==> src/rtl/txfifo_route_n.sv <==
// Transmit FIFO/router: steers each input packet into one of NCH per-channel FIFOs.
// Define TXFIFO_ROUTE_STORE_FWD_EN for store-and-forward output release (default: cut-through).
module txfifo_route_n #(
  parameter int NCH   = 3,
  parameter int DW    = 32,
  parameter int UW    = 4,
  parameter int SW    = 4,
  parameter int DEPTH = 16,
  parameter int RAW   = 8
) (
  input  logic              clk,
  input  logic              rstn,
  input  logic              s_tvalid,
  output logic              s_tready,
  input  logic [DW-1:0]     s_tdata,
  input  logic [UW-1:0]     s_tuser,
  input  logic [SW-1:0]     s_tstrb,
  input  logic              s_tlast,
  output logic [NCH-1:0]    m_tvalid,
  input  logic [NCH-1:0]    m_tready,
  output logic [NCH*DW-1:0] m_tdata,
  output logic [NCH*UW-1:0] m_tuser,
  output logic [NCH*SW-1:0] m_tstrb,
  output logic [NCH-1:0]    m_tlast,
  input  logic              reg_wr,
  input  logic              reg_rd,
  input  logic [RAW-1:0]    reg_addr,
  input  logic [31:0]       reg_wdata,
  output logic [31:0]       reg_rdata
);

  localparam int SELW = (NCH > 1) ? $clog2(NCH) : 1;
  localparam int AW   = $clog2(DEPTH);
  localparam int EW   = DW + UW + SW + 1;

  typedef enum logic {IDLE, PKT} state_t;

  state_t            state, state_nxt;
  logic [SELW-1:0]   dest_q, dest_c;
  logic              drop_q, drop_c;
  logic              full_sel, en_sel;
  logic              accept, drop_inc;
  logic [NCH-1:0]    ctrl;
  logic [15:0]       drop_cnt;
  logic [31:0]       rd_val;

  logic [EW-1:0]     mem [NCH][DEPTH];
  logic [EW-1:0]     head [NCH];
  logic [AW:0]       wp [NCH];
  logic [AW:0]       rp [NCH];
  logic [AW:0]       level [NCH];
  logic [NCH-1:0]    full, empty, push, pop, valid;

  logic              unused_ok;
  assign unused_ok = ^reg_wdata[31:NCH];

  // First beat routes on the live tuser; later beats reuse the latched decision.
  always_comb begin
    dest_c   = (state == IDLE) ? s_tuser[SELW-1:0] : dest_q;
    full_sel = 1'b0;
    en_sel   = 1'b0;
    for (int unsigned i = 0; i < NCH; i++) begin
      if (dest_c == SELW'(i)) begin
        full_sel = full[i];
        en_sel   = ctrl[i];
      end
    end
    drop_c   = (state == IDLE) ? ((32'(dest_c) >= 32'(NCH)) || !en_sel) : drop_q;
    s_tready = rstn && (drop_c || !full_sel);
    accept   = s_tvalid && s_tready;
    drop_inc = accept && drop_c && s_tlast;
    push     = '0;
    for (int unsigned i = 0; i < NCH; i++)
      push[i] = accept && !drop_c && (dest_c == SELW'(i));
  end

  always_comb begin
    state_nxt = state;
    case (state)
      IDLE: if (accept && !s_tlast) state_nxt = PKT;
      PKT:  if (accept && s_tlast)  state_nxt = IDLE;
      default: state_nxt = IDLE;
    endcase
  end

  always_ff @(posedge clk) begin
    if (!rstn) begin
      state  <= IDLE;
      dest_q <= '0;
      drop_q <= 1'b0;
    end else begin
      state <= state_nxt;
      if (state == IDLE && accept) begin
        dest_q <= dest_c;
        drop_q <= drop_c;
      end
    end
  end

  always_ff @(posedge clk) begin
    for (int unsigned i = 0; i < NCH; i++)
      if (push[i]) mem[i][wp[i][AW-1:0]] <= {s_tlast, s_tstrb, s_tuser, s_tdata};
  end

  always_ff @(posedge clk) begin
    if (!rstn) begin
      for (int unsigned i = 0; i < NCH; i++) begin
        wp[i] <= '0;
        rp[i] <= '0;
      end
    end else begin
      for (int unsigned i = 0; i < NCH; i++) begin
        if (push[i]) wp[i] <= wp[i] + 1'b1;
        if (pop[i])  rp[i] <= rp[i] + 1'b1;
      end
    end
  end

  always_comb begin
    for (int unsigned i = 0; i < NCH; i++) begin
      level[i] = wp[i] - rp[i];
      full[i]  = level[i][AW];
      empty[i] = (level[i] == '0);
      head[i]  = mem[i][rp[i][AW-1:0]];
    end
  end

`ifdef TXFIFO_ROUTE_STORE_FWD_EN
  logic [AW:0] pkt_cnt [NCH];

  always_ff @(posedge clk) begin
    if (!rstn) begin
      for (int unsigned i = 0; i < NCH; i++) pkt_cnt[i] <= '0;
    end else begin
      for (int unsigned i = 0; i < NCH; i++) begin
        if ((push[i] && s_tlast) && !(pop[i] && head[i][EW-1]))
          pkt_cnt[i] <= pkt_cnt[i] + 1'b1;
        else if (!(push[i] && s_tlast) && (pop[i] && head[i][EW-1]))
          pkt_cnt[i] <= pkt_cnt[i] - 1'b1;
      end
    end
  end

  // A full FIFO is released even without a complete packet so long packets cannot deadlock.
  always_comb begin
    for (int unsigned i = 0; i < NCH; i++)
      valid[i] = (pkt_cnt[i] != '0) || full[i];
  end
`else
  always_comb valid = ~empty;
`endif

  always_comb begin
    m_tvalid = valid;
    pop      = valid & m_tready;
    m_tdata  = '0;
    m_tuser  = '0;
    m_tstrb  = '0;
    m_tlast  = '0;
    for (int unsigned i = 0; i < NCH; i++) begin
      if (valid[i]) begin
        m_tdata[i*DW +: DW] = head[i][DW-1:0];
        m_tuser[i*UW +: UW] = head[i][DW +: UW];
        m_tstrb[i*SW +: SW] = head[i][DW+UW +: SW];
        m_tlast[i]          = head[i][EW-1];
      end
    end
  end

  always_comb begin
    rd_val = '0;
    if (reg_addr == RAW'(0)) rd_val = 32'(ctrl);
    if (reg_addr == RAW'(4)) rd_val = 32'(drop_cnt);
    for (int unsigned i = 0; i < NCH; i++)
      if (reg_addr == RAW'(16 + 4*i)) rd_val = 32'(level[i]);
  end

  always_ff @(posedge clk) begin
    if (!rstn) begin
      ctrl      <= '1;
      drop_cnt  <= '0;
      reg_rdata <= '0;
    end else begin
      if (reg_wr && reg_addr == RAW'(0)) ctrl <= reg_wdata[NCH-1:0];
      if (reg_wr && reg_addr == RAW'(4))
        drop_cnt <= '0;
      else if (drop_inc && drop_cnt != '1)
        drop_cnt <= drop_cnt + 1'b1;
      if (reg_rd) reg_rdata <= rd_val;
    end
  end

endmodule

==> config.mk <==
export PLATFORM = sky130hd
export DESIGN_NAME = txfifo_route_n
export DESIGN_NICKNAME = d
export VERILOG_FILES = /design/src/rtl/txfifo_route_n.sv
export SDC_FILE = /design/constraint.sdc
export NUM_CORES = 2
export LEC_CHECK = 0
export BUFFER_PORTS_ARGS = -buffer_cell sky130_fd_sc_hd__buf_4
export CORE_UTILIZATION = 60
export DETAILED_ROUTE_END_ITERATION = 12
export MAX_ROUTING_LAYER = met4
export PLACE_DENSITY = 0.78
export SYNTH_ARGS = -nofsm -noshare
export SYNTH_HDL_FRONTEND = slang
export SYNTH_SLANG_ARGS = --single-unit
export TNS_END_PERCENT = 10
==> constraint.sdc <==
create_clock -name clk -period 7.05 [get_ports clk]
set_input_delay 1.0575 -clock clk [delete_from_list [all_inputs] [get_ports clk]]
set_output_delay 1.0575 -clock clk [all_outputs]
set_load 0.05 [all_outputs]
==> impl_metrics.ini <==
[status]
outcome = complete, no violations

[logic_synthesis]
yosysUniqueCellTypes = 63
synth_top_area_cell = edfxtp_1
synth_warnings = 0
syn_inst = 3389
yosysTopAreaCellShare_pct = 75.9
synth-seq-area-share_pct = 76.9
synth-edff-count = 1998
synth_area_leaders = edfxtp_1 76%, mux4_2 18%, nor2b_1 1.0%
async_flop_share_pct = 0
netlist_area_sq_um = 79100
synth_area_per_cell_sq_um = 23.3
synth-main-ff-cell = edfxtp_1
ys_ff_latch = 2037

[route]
ant_nets = 0
routed_wl_microns = 191000
drc = 0
via_per_inst = 6.74
first_pass_iters = 6
wl_per_cell_microns = 34.2
drt_iter0_drc = 5326
vias = 37748

[global_routing]
grt_pass1_vias = 38592
grt_max_degree = 168
antenna_found_initial = 8
grt_pass1_wl_microns = 273000
grt_usage_pct = 30.4
grt_overflow = 0

[critical_path]
critPathMaxStageDelay_ns = 0.96
crit_type = reg2out
critical_path.cell_chain = buf_4 -> buf_4 -> mux4_2 -> mux4_2 -> nor2b_1 -> buf_4
setup.worst_path.end_class = primary output
reg2reg_from = rp[0][10]$_SDFFCE_PP0P_
cpMaxStageDelayCell = edfxtp_1
reg2reg_to = mem[0][1818]$_DFFE_PP_
r2r_slack_ns = 2.24
cp_common_cell = buf_4
critPathBufInv = 3
r2r_cells = 9
crit_family = buffers and inverters
start_kind = flop
cp_max_fo = 34
cp_data_required_time_ns = 5.99
critical_path_arrival_ns = 4.75

[die]
fp-row-count = 132
ios = 248
initial_core_util_pct = 60.7
fp.coreArea_sq_um = 130000
dieArea_sq_um = 133000
die_h_microns = 365
die_w_microns = 365

[min_path]
min_path_cells = 3
min_path_type = in2reg
holdPathEnd = ctrl[1]$_SDFFE_PN1P_
hp-start = reg_wdata[1]

[flow_run]
maxCapViolCount = 0

[pwr]
clkPwrFrac_pct = 36.6
total_power_mw = 28.3
p_sw_share_pct = 26.0
combPwrFrac_pct = 16.1
p_switching_mw = 7.35
p_seq_share_pct = 47.4
internal_power_mw = 20.9
power_density_nw_per_um2 = 318
ir_worst_vdd_mv = 0.329
leakagePower_nw = 27.9

[timing]
hold_viol_final = 0
maxSlewViolCount = 0
tightest_slew_ns = 1.21
finalCriticalPeriod_ns = 5.81
finalSetupViolations = 0
tns_ns = 0
relSlewSlack_pct = 19.3
rsz0062_at_grt = no
worst_slack_ns = 1.24
fmax_mhz = 172
finalCritPeriodShare_pct = 82.4
clock_skew_ns = 0.0311
whs_ns = 0.443

[clocking]
ctsHoldBuffers = 0
h-tree-depth = 4
insertion_delay_ns = 0.83
cts_buffers = 191
cts_sinks = 2037
root_buffer = clkbuf_16
cts.reportedPaths.clkPinSlew_ns = 0.06
post_cts_resized = 0
postCtsSetupBuffers = 0
cts_buffer_depth = 3
cts_tree = done

[final_layout]
stdcell_area_sq_um = 88900
register_area_sq_um = 60800
fill_cells = 7581
layout_commonest_cell = edfxtp_1
drive_gt1_share_pct = 32.0
layout.nets = 3809
multi_input_area_sq_um = 17500
layout_common_cells = 1998 x edfxtp_1, 615 x mux4_2, 268 x buf_4
syn_to_final_growth_pct = 12.5

[placement]
dp_hpwl_microns = 93900
placed_cell_area_sq_um = 82700
gp_congestion = 0.800
io_buffers = 202
post-place-ws_ns = 2.09
## cell type report
cell class                 instances  share of cell area, %
multi-input combinational       1151                   19.6
inverter                          34                  0.148
antenna                            5                 0.0141
clock buffer                     224                   5.58
tap                             1742                   2.45
clock inverter                   135                   1.44
sequential                      2037                   68.3
timing repair buffer             274                   2.40
## worst reg2reg max path: cells and delay by family (launching register included)
family / cells / cell delay, ns
compound gates: 1 / 0.24
flops: 1 / 0.76
fa+ha+maj: 2 / 0.81
simple gates: 4 / 1.72
buf+inv: 1 / 0.56
xor+xnor: 1 / 0.33
## metal layers
layer  track usage, %  wire, microns
met1             38.9          68100
met2             48.7          96100
met3             6.21          19700
met4             11.5           7520
met5                -              0
## logic make-up (layout without fill, tap and decap cells)
kind of cell / Yosys count / in the layout / share of synthesized area, %
fa+ha+maj: 31 / 31 / 0.519
compound gates: 78 / 78 / 0.676
flops: 2037 / 2037 / 76.9
simple gates: 359 / 359 / 2.51
mux: 624 / 624 / 17.6
xor+xnor: 43 / 43 / 0.476
buf+inv: 216 / 667 / 1.30
other cells: 1 / 21 / 0.00474
## cells in the mapped netlist, types with 3 or more instances
| library cell | n |
|---|---|
| o21ai_0 | 13 |
| nor3_1 | 13 |
| dfxtp_1 | 39 |
| and2_1 | 34 |
| nor3b_1 | 9 |
| xnor2_1 | 18 |
| o22ai_1 | 4 |
| edfxtp_1 | 1998 |
| nand2b_1 | 9 |
| mux4_2 | 615 |
| clkbuf_1 | 82 |
| and3_1 | 5 |
| buf_4 | 38 |
| xor2_1 | 25 |
| inv_1 | 31 |
| nand4_1 | 8 |
| or3_1 | 4 |
| inv_2 | 3 |
| nand2_1 | 50 |
| nand3_1 | 32 |
| buf_6 | 5 |
| buf_1 | 26 |
| a21oi_1 | 23 |
| buf_2 | 31 |
| a21boi_0 | 12 |
| nor2_1 | 51 |
| fa_1 | 3 |
| ha_1 | 28 |
| mux2i_1 | 8 |
| nor2b_1 | 130 |
## power by group through the flow
stage | Sequential [mW] | Clock [mW] | Combinational [mW]
after CTS | 13.4 | 10.4 | 4.58
after floorplan | 13.6 | 0 | 3.17
after global routing | 13.4 | 10.9 | 4.75
after detailed placement | 13.7 | 0 | 4.52
after global placement | 13.7 | 0 | 4.48
final | 13.4 | 10.3 | 4.55
## flip-flops by register name, summed over array words and instances (netlist names), named ones only
| name | flops |
|---|---|
| drop_q | 1 |
| dest_q | 2 |
| mem | 1968 |
| wp | 15 |
| reg_rdata | 16 |
| ctrl | 3 |
| rp | 15 |
| drop_cnt | 16 |
## stage by stage
step	util, %	std cells
6_report	68.3	5602
5_1_grt	68.3	5601
4_1_cts	68.3	5597
3_5_place_dp	63.5	5238
3_3_place_gp	63.5	5238
2_1_floorplan	-	3404
## worst max path at each step
stage                                  from                endpoint  slack, ns  depth (start not counted)
floorplan            rp[0][7]$_SDFFCE_PP0P_   mem[0][656]$_DFFE_PP_       1.62                          8
global placement    rp[0][10]$_SDFFCE_PP0P_             m_tdata[71]       2.15                          6
detailed placement               s_tuser[1]  mem[0][1237]$_DFFE_PP_       2.09                          8
CTS                 rp[0][10]$_SDFFCE_PP0P_             m_tdata[71]       1.16                          6
global route        rp[0][10]$_SDFFCE_PP0P_             m_tdata[71]       1.03                          6
finish              rp[0][10]$_SDFFCE_PP0P_             m_tdata[71]       1.24                          6
Note: power is estimated with default switching activity, not from simulation.
